[config.mk]
export PLATFORM = sky130hd
export DESIGN_NAME = mod_updown_counter
export DESIGN_NICKNAME = d
export VERILOG_FILES = /design/src/rtl/mod_updown_counter.sv
export SDC_FILE = /design/constraint.sdc
export NUM_CORES = 1
export LEC_CHECK = 0
export ABC_AREA = 0
export BUFFER_PORTS_ARGS = -buffer_cell sky130_fd_sc_hd__buf_2
export CAP_MARGIN = 25
export CORE_UTILIZATION = 30
export CTS_CLUSTER_DIAMETER = 200
export CTS_CLUSTER_SIZE = 20
export DETAILED_ROUTE_END_ITERATION = 8
export GPL_TIMING_DRIVEN = 0
export PLACE_DENSITY_LB_ADDON = 0.05
export RECOVER_POWER = 50
export REMOVE_ABC_BUFFERS = 1
export SYNTH_ARGS = -nofsm -noshare
export SYNTH_HDL_FRONTEND = slang
export SYNTH_SLANG_ARGS = --single-unit
[constraint.sdc]
create_clock -name clk -period 1.4 [get_ports clk]
set_clock_uncertainty 0.15 [all_clocks]
set_input_delay 0.28 -clock clk [delete_from_list [all_inputs] [get_ports clk]]
set_output_delay 0.28 -clock clk [all_outputs]
set_load 0.005 [all_outputs]
[src/rtl/mod_updown_counter.sv]
// Up/down modulo-MOD_VAL counter: sync clear, clamped load, wrap or saturate, tc pulse, sticky boundary flag.
// Registered outputs, 1-cycle latency, no backpressure; COUNTER_PRESCALE_EN adds an en-cycle prescaler.
module mod_updown_counter #(
  parameter int WIDTH    = 4,
  parameter int MOD_VAL  = 16,
  parameter int SATURATE = 0,
  parameter int PRESCALE = 4
) (
  input  logic             clk,
  input  logic             rst_n,
  input  logic             en,
  input  logic             up_dn,
  input  logic             clr,
  input  logic             load,
  input  logic [WIDTH-1:0] load_val,
  output logic [WIDTH-1:0] count_out,
  output logic             tc,
  output logic             bound_flg
);

  // One extra bit so MOD_VAL == 2**WIDTH compares without truncation.
  localparam logic [WIDTH:0]   MOD_EXT = (WIDTH+1)'(MOD_VAL);
  localparam logic [WIDTH:0]   MAX_EXT = (WIDTH+1)'(MOD_VAL - 1);
  localparam logic [WIDTH-1:0] MAX_VAL = MAX_EXT[WIDTH-1:0];
  localparam logic [WIDTH-1:0] ONE     = WIDTH'(1);

  if (WIDTH < 1 || MOD_VAL < 2 || longint'(MOD_VAL) > (64'sd1 <<< WIDTH)) begin : g_bad_mod
    $error("mod_updown_counter: MOD_VAL must lie in 2..2**WIDTH");
  end
  if (PRESCALE < 2) begin : g_bad_prescale
    $error("mod_updown_counter: PRESCALE must be at least 2");
  end

  logic [WIDTH-1:0] count_q, count_d;
  logic             tc_q, tc_d;
  logic             bound_q, bound_d;
  logic             step_en;
  logic             at_max;
  logic             at_zero;

  assign at_max  = ({1'b0, count_q} == MAX_EXT);
  assign at_zero = (count_q == '0);

`ifdef COUNTER_PRESCALE_EN
  localparam int            PS_W    = $clog2(PRESCALE);
  localparam logic [PS_W-1:0] PS_LAST = PS_W'(PRESCALE - 1);
  localparam logic [PS_W-1:0] PS_ONE  = PS_W'(1);

  logic [PS_W-1:0] ps_q, ps_d;

  assign step_en = en && (ps_q == PS_LAST);

  always_comb begin
    ps_d = ps_q;
    if (clr || load) begin
      ps_d = '0;
    end else if (en) begin
      ps_d = (ps_q == PS_LAST) ? '0 : ps_q + PS_ONE;
    end
  end

  always_ff @(posedge clk or negedge rst_n) begin
    if (!rst_n) begin
      ps_q <= '0;
    end else begin
      ps_q <= ps_d;
    end
  end
`else
  assign step_en = en;
`endif

  always_comb begin
    count_d = count_q;
    tc_d    = 1'b0;
    bound_d = bound_q;
    if (clr) begin
      count_d = '0;
      bound_d = 1'b0;
    end else if (load) begin
      count_d = ({1'b0, load_val} < MOD_EXT) ? load_val : MAX_VAL;
    end else if (step_en) begin
      if (up_dn) begin
        if (at_max) begin
          tc_d    = 1'b1;
          bound_d = 1'b1;
          count_d = (SATURATE != 0) ? MAX_VAL : '0;
        end else begin
          count_d = count_q + ONE;
        end
      end else begin
        if (at_zero) begin
          tc_d    = 1'b1;
          bound_d = 1'b1;
          count_d = (SATURATE != 0) ? '0 : MAX_VAL;
        end else begin
          count_d = count_q - ONE;
        end
      end
    end
  end

  always_ff @(posedge clk or negedge rst_n) begin
    if (!rst_n) begin
      count_q <= '0;
      tc_q    <= 1'b0;
      bound_q <= 1'b0;
    end else begin
      count_q <= count_d;
      tc_q    <= tc_d;
      bound_q <= bound_d;
    end
  end

  assign count_out = count_q;
  assign tc        = tc_q;
  assign bound_flg = bound_q;

endmodule

==> results.md, run 1 <==
* Reg2reg setup slack at -0.14 ns
* Distinct cells, synth at 26
* Synth Area in Simple Gates at 16.15%
* Leakage power at around 0.29 nW
* Die Height at slightly above 40 um
* DRC errors left at 0
* Total negative slack at -0.4526 ns
* Wire per inst at 12.57 um
* Avg Cell Area, Syn at ~8.5 um2
* Worst path max stage delay at 0.42 ns
* Reg power frac at 38.6%
* Largest family of logic cells by synthesized area: compound AO/OA/AOI/OAI gates
* # diodes at 0
* Fmax achieved at 648.7 MHz
* Register bit total from synthesis at 6
* CP startpoint: count_out[0]
* Mux contribution to synthesized area at between 4 and 5%
* Worst r2r path cells at 5
* First-pass GRT wire length at about 1.7 mm
* Io pins at 16
* Cells after synthesis at 52
* Startpoint class of the critical path: flip-flop
* Number of max-cap violations at 0
* Internal power at 355.2 uW
* DR iter-0 viols at 13
* Via count at 439
* Final setup vio count at 5
* RePlAce Congestion at a little over 0.6
* Yosys warnings at 0
* Critical Path RT at 1.42 ns
* Crit path max fanout at 4
* Status: finished, violations left
* Worst min path class: in2reg
* Dpl ws at -0.2926 ns
* Post-DP HPWL at 720.7 um
* Slowest-stage cell, CP: dfrtp_2
* Tot GR Track Use at 17.18%
* Crit path depth at 5
* Worst-Margin Slew at 0.3229 ns
* H-tree levels at 1
* Num rows at 13
* Post-Synth Adder-Cell Area at 8.499%
* Reg2reg end: count_out[2]
* Die width at about 40 um
* Commonest non-fill, non-tap cell in the layout: buf_2
* Clock Latency Late Sink at 0.25 ns
* Clk pwr share at around 33%
* RSZ-0062 raised after global routing: true
* Switching portion of total power at around 30%
* Worst hold endpoint: bound_flg
* Total clock buffers created by CTS at 3
* Final worst-path cycle share at 110.1%
* P_sw at around 150 uW
* Combinational power share at 28.6%
* HP Start: clr
* Data arrival, critical path at 1.56 ns
* DIE AREA at ~1600 um2
* Failing checks: setup timing
* Post-synthesis compound-gate area fraction at 25.78%
* Most frequent cells in the layout: buf_2, nor2_1, a21oi_1
* Buffers added on ports at 15
* Layout cells sized above 1 at 43.06%
* Via/cell ratio at roughly 5.0
* P per Cell Area at roughly 840 nW/um2
* Post-Syn Area at 441.7 um2
* Setup crit end kind: flip-flop
* Post-synthesis xor/xnor area fraction at 3.966%
* Critical path type: reg2reg
* PnR worst setup slack at -0.1415 ns
* Normalized max-slew margin at 78.47%
* Reg-to-Reg Start: count_out[0]
* Clock-pin slew on the worst setup and hold paths at 0.05 ns
* P&R area growth vs syn at 35.69%
* Post-DRT Antenna Nets at 0
* # clock sinks at 6
* Initial antenna violation count at 0
* Pre-Repair DR Iteration Count at 4
* Endpoints failing hold at 0
* CTS tree: built
* Sequential cell area fraction in the yosys report at around 34%
* Worst-path cell chain: ha_1 -> mux2_2 -> a31oi_1 -> o21ai_1 -> a21oi_1
* Vias in the first global route at 412
* Layout Nets at 87
* Largest net degree at the start of global routing at 10
* Core area at approximately 1300 um2
* Worst VDD drop at 435.5 uV
* Clock Tree Root: clkbuf_4
* CP Buf/Inv Count at 0
* Grt total ovfl at 0
* Final Max Slew Viols at 0
* Delay-heaviest family, CP: flip-flops
* CTS Buffer Depth at 2
* Initial core utilization at between 30% and 40%
* Routed WL at 1.094 mm
* WHS Path Cells at 2
* Fin crit period at 1.541 ns
[kinds of logic (layout without fill, tap and decap cells)]
family,Yosys count,after routing
fa+ha+maj,3,3
compound gates,17,17
flops,6,6
simple gates,14,14
mux,2,2
xor+xnor,2,2
buf+inv,8,28
[layout make-up]
type                            instances  area, um2
Clock buffer                            3      22.52
Sequential cell                         6      153.9
Tap cell                               15      18.77
Inverter                                5      20.02
Multi-Input combinational cell         38      270.3
Fill cell                             141      734.5
Timing Repair Buffer                   20      113.9
[power groups by stage]
stage | sequential [mW] | clock [mW] | combinational, mW
floorplan | 0.202 | 0 | 0.0678
global placement | 0.206 | 0 | 0.116
detailed placement | 0.205 | 0 | 0.115
CTS | 0.196 | 0.169 | 0.145
global route | 0.197 | 0.186 | 0.161
finish | 0.195 | 0.166 | 0.145
[worst max path at each step]
stage                         to
floorplan           count_out[3]
global placement       bound_flg
detailed placement     bound_flg
CTS                 count_out[3]
global route        count_out[3]
finish              count_out[2]
[stage by stage]
| stage | power [mW] | utilization [%] | std cells | instance area [um2] | hold WS [ns] |
|---|---|---|---|---|---|
| after global placement | 0.3218 | 39.31 | 79 | 524.3 | -0.04139 |
| after floorplan | 0.2699 | - | 49 | 430.4 | -0.1656 |
| after CTS | 0.5087 | 44.75 | 87 | 596.8 | 0.1087 |
| final | 0.5059 | 44.93 | 87 | 599.3 | 0.1079 |
| after global routing | 0.5439 | 44.93 | 87 | 599.3 | 0.1289 |
| after detailed placement | 0.3199 | 39.31 | 79 | 524.3 | -0.04114 |
[Yosys cell counts (all sizes together)]
library cell	count	area (um2)
nand2	2	7.510
o21bai	1	7.510
clkbuf	3	11.26
nor2	5	18.77
a21oi	6	30.03
o21ai	4	20.01
a311o	1	10.01
xnor2	2	17.52
ha	3	37.54
nand3	1	5.000
a21bo	1	10.01
dfrtp	6	150.1
clkinv	1	3.750
o311a	1	10.01
mux2	1	11.26
o31ai	1	7.510
mux2i	1	10.01
nand2b	1	6.260
inv	4	15.01
nor2b	3	18.77
a31oi	2	18.77
nor3b	1	7.510
or4	1	7.510
[layer usage]
metal	part of all wire, %	global-route usage [%]
met5	0	0
met4	3.0	15.83
met1	41	19.14
met3	9.1	8.889
met2	46	23.02
[worst register-to-register path, stage by stage (launching register included)]
cell and delay, ns:
dfrtp_2 0.42, ha_1 0.25, mux2_2 0.27, a31oi_1 0.15, o21ai_1 0.08, a21oi_1 0.14
[sequential cells by signal (all words and copies together) (netlist names)]
register and cells:
count_out 4, bound_flg 1, tc 1
[timing repair]
item                                    4_1_cts  5_1_grt
setup buffers                                 4        0
hold buffers                                  1        0
cloned                                        0        0
endpoints found under the hold margin         6        0
gates resized for setup                       8        1
endpoints found under the setup margin        5        6
pin swaps                                     4        1
Power figures use the tool's default switching activity.
==> run 2: changes to the inputs <==
Settings changed: BUFFER_PORTS_ARGS -buffer_cell sky130_fd_sc_hd__buf_2 to -buffer_cell sky130_fd_sc_hd__clkbuf_2.
==> run 2 against run 1 <==
Net effect: the flow still finishes with violations (setup timing); first-iteration DRC count down 85%; die area unchanged; non-clock buffer count unchanged; sequential power grew 3%; final cell count unchanged; clock power is 2% lower.
==> results.md, run 2 (synthesis gave the netlist of run 1 again) <==
* HP Start: load_val[2]
* Layout Nets at 87 (unchanged)
* First-pass GRT wire length at 1.587 mm (-8.0%)
* Worst VDD drop at 420.1 uV (-3.5%)
* Data arrival, critical path at 1.58 ns (+0.02 ns)
* Io pins at 16 (unchanged)
* CTS tree: built
* Buffers added on ports at 15 (unchanged)
* Clock Latency Late Sink at 0.24 ns (about the same)
* Failing checks: setup timing
* Slowest-stage cell, CP: or4_4
* Post-DRT Antenna Nets at 0 (unchanged)
* Endpoints failing hold at 0 (unchanged)
* Final worst-path cycle share at 111.9% (+1.7 points)
* P per Cell Area at 830.4 nW/um2 (-1.6%)
* Die Height at 40.37 um (unchanged)
* Critical Path RT at 1.41 ns (about the same)
* Register cell area after layout at 153.9 um2 (unchanged)
* Grt total ovfl at 0 (unchanged)
* # diodes at 0 (unchanged)
* Initial core utilization at 33.11% (unchanged)
* Delay-heaviest family, CP: simple AND/OR/NAND/NOR gates
* Routed WL at 1.070 mm (-2.2%)
* CP Buf/Inv Count at 1 (+1)
* Tot GR Track Use at 15.49% (-1.7 points)
* Clock Tree Root: clkbuf_4
* Worst min path class: in2reg
* P&R area growth vs syn at 39.09%
* Num rows at 13 (unchanged)
* H-tree levels at 1 (unchanged)
* RePlAce Congestion at 0.6052 (about the same)
* Critical path type: reg2reg
* Final setup vio count at 5 (unchanged)
* Crit path max fanout at 4 (unchanged)
* Fmax achieved at 638.6 MHz (-1.6%)
* CP startpoint: count_out[0]
* Via/cell ratio at 5.126 (+1.6%)
* Core area at 1334 um2 (unchanged)
* Filler instances at 137 (-2.8%)
* Most frequent cells in the layout: clkbuf_2, a21oi_1, nor2_1
* Pre-Repair DR Iteration Count at 4 (unchanged)
* Die width at 40.37 um (unchanged)
* Final core utilization at 46.06% (+1.1 points)
* Startpoint class of the critical path: flip-flop
* Max reg flops at 4 (unchanged)
* PnR worst setup slack at -0.1660 ns (-0.02448 ns)
* Worst-path cell chain: inv_2 -> or4_4 -> a21bo_1 -> a31oi_2
* Vias in the first global route at 372 (-9.7%)
* Largest net degree at the start of global routing at 10 (unchanged)
* Leakage power at 0.2892 nW (+1.1%)
* Commonest non-fill, non-tap cell in the layout: clkbuf_2
* Fin crit period at 1.566 ns (+0.02448 ns)
* CTS Buffer Depth at 2 (unchanged)
* Via count at 446 (+1.6%)
* Layout cells sized above 1 at 48.61% (+5.6 points)
* Multi-input logic area at 285.3 um2 (+5.6%)
* DR iter-0 viols at 2 (-11)
* Wire per inst at 12.30 um (-2.2%)
* Status: finished, violations left
* Final Max Slew Viols at 0 (unchanged)
* Dpl ws at -0.2934 ns (-0.0008350 ns)
* Clock-pin slew on the worst setup and hold paths at 0.05 ns (about the same)
* Worst-Margin Slew at 0.3067 ns (-0.01627 ns)
* # clock sinks at 6 (unchanged)
* Post-DP HPWL at 723 um (+0.32%)
* Reg-to-Reg Start: count_out[0]
* Initial antenna violation count at 0 (unchanged)
* DIE AREA at 1630 um2 (unchanged)
* DRC errors left at 0 (unchanged)
* Worst path max stage delay at 0.52 ns (+0.10 ns)
* Normalized max-slew margin at 79.56% (+1.1 points)
* RSZ-0062 raised after global routing: true
* Number of max-cap violations at 0 (unchanged)
* Setup crit end kind: flip-flop
* Total clock buffers created by CTS at 3 (unchanged)
## run 2: changes by cell type in the layout (fill, tap and decap cells not counted), moves of 2 or more
cell      delta
ha_2         +2
ha_1         -2
buf_2       -14
clkbuf_2    +14
## run 2: metal layers
layer,vias to the layer above,part of all wire (%),GRT usage (%)
li1,221,-,-
met1,207,45,20.53
met2,16,48,22.22
met3,2,5.0,6.667
met4,0,1.2,5.000
met5,-,0,0
## run 2: timing repair
item                                   4_1_cts  5_1_grt
endpoints found under the hold margin        6        0
buffers inserted                             4        0
hold buffers                                 1        0
setup endpoints to repair                    5        5
pin swaps                                    5        3
resized for setup                           11        2
## run 2: worst register-to-register path, cell delays in order (launching register included)
cell and delay (ns):
dfrtp_2 0.40, inv_2 0.06, or4_4 0.52, a21bo_1 0.18
a31oi_2 0.17
## run 2: where the power goes
group,switching (mW),total (mW),internal (mW)
logic,0.0701,0.147,0.0774
clock network,0.0644,0.162,0.0971
registers,0.0153,0.201,0.186
total,0.150,0.510,0.360
## run 2: cell type report
cell class,instances,share of cell area (%)
multi-input combinational,38,46.44
timing repair buffer,20,18.53
inverter,5,3.259
tap,15,3.055
sequential,6,25.05
clock buffer,3,3.666
## run 2: worst paths after layout
| check | endpoint | slack, ns | cells after the start |
|---|---|---|---|
| max | count_out[3] | -0.17 | 4 |
| min in group asynchronous | tc | 0.28 | 2 |
| max in group asynchronous | count_out[0] | 0.56 | 2 |
| min | count_out[2] | 0.11 | 3 |
| max reg2reg | count_out[3] | -0.17 | 4 |
| min reg2reg | bound_flg | 0.40 | 2 |
## run 2: per-stage QoR
step	setup TNS [ns]	instances	hold WS, ns	total power [mW]	instance area, um2
finish	-0.5037	87	0.1092	0.5101	614.3
CTS	-0.5228	87	0.1120	0.5140	609.3
global placement	-1.415	79	-0.03766	0.3220	524.3
global route	-0.8151	87	0.1272	0.5406	614.3
floorplan	-0.5521	49	-0.1656	0.2699	430.4
detailed placement	-1.299	79	-0.03711	0.3202	524.3
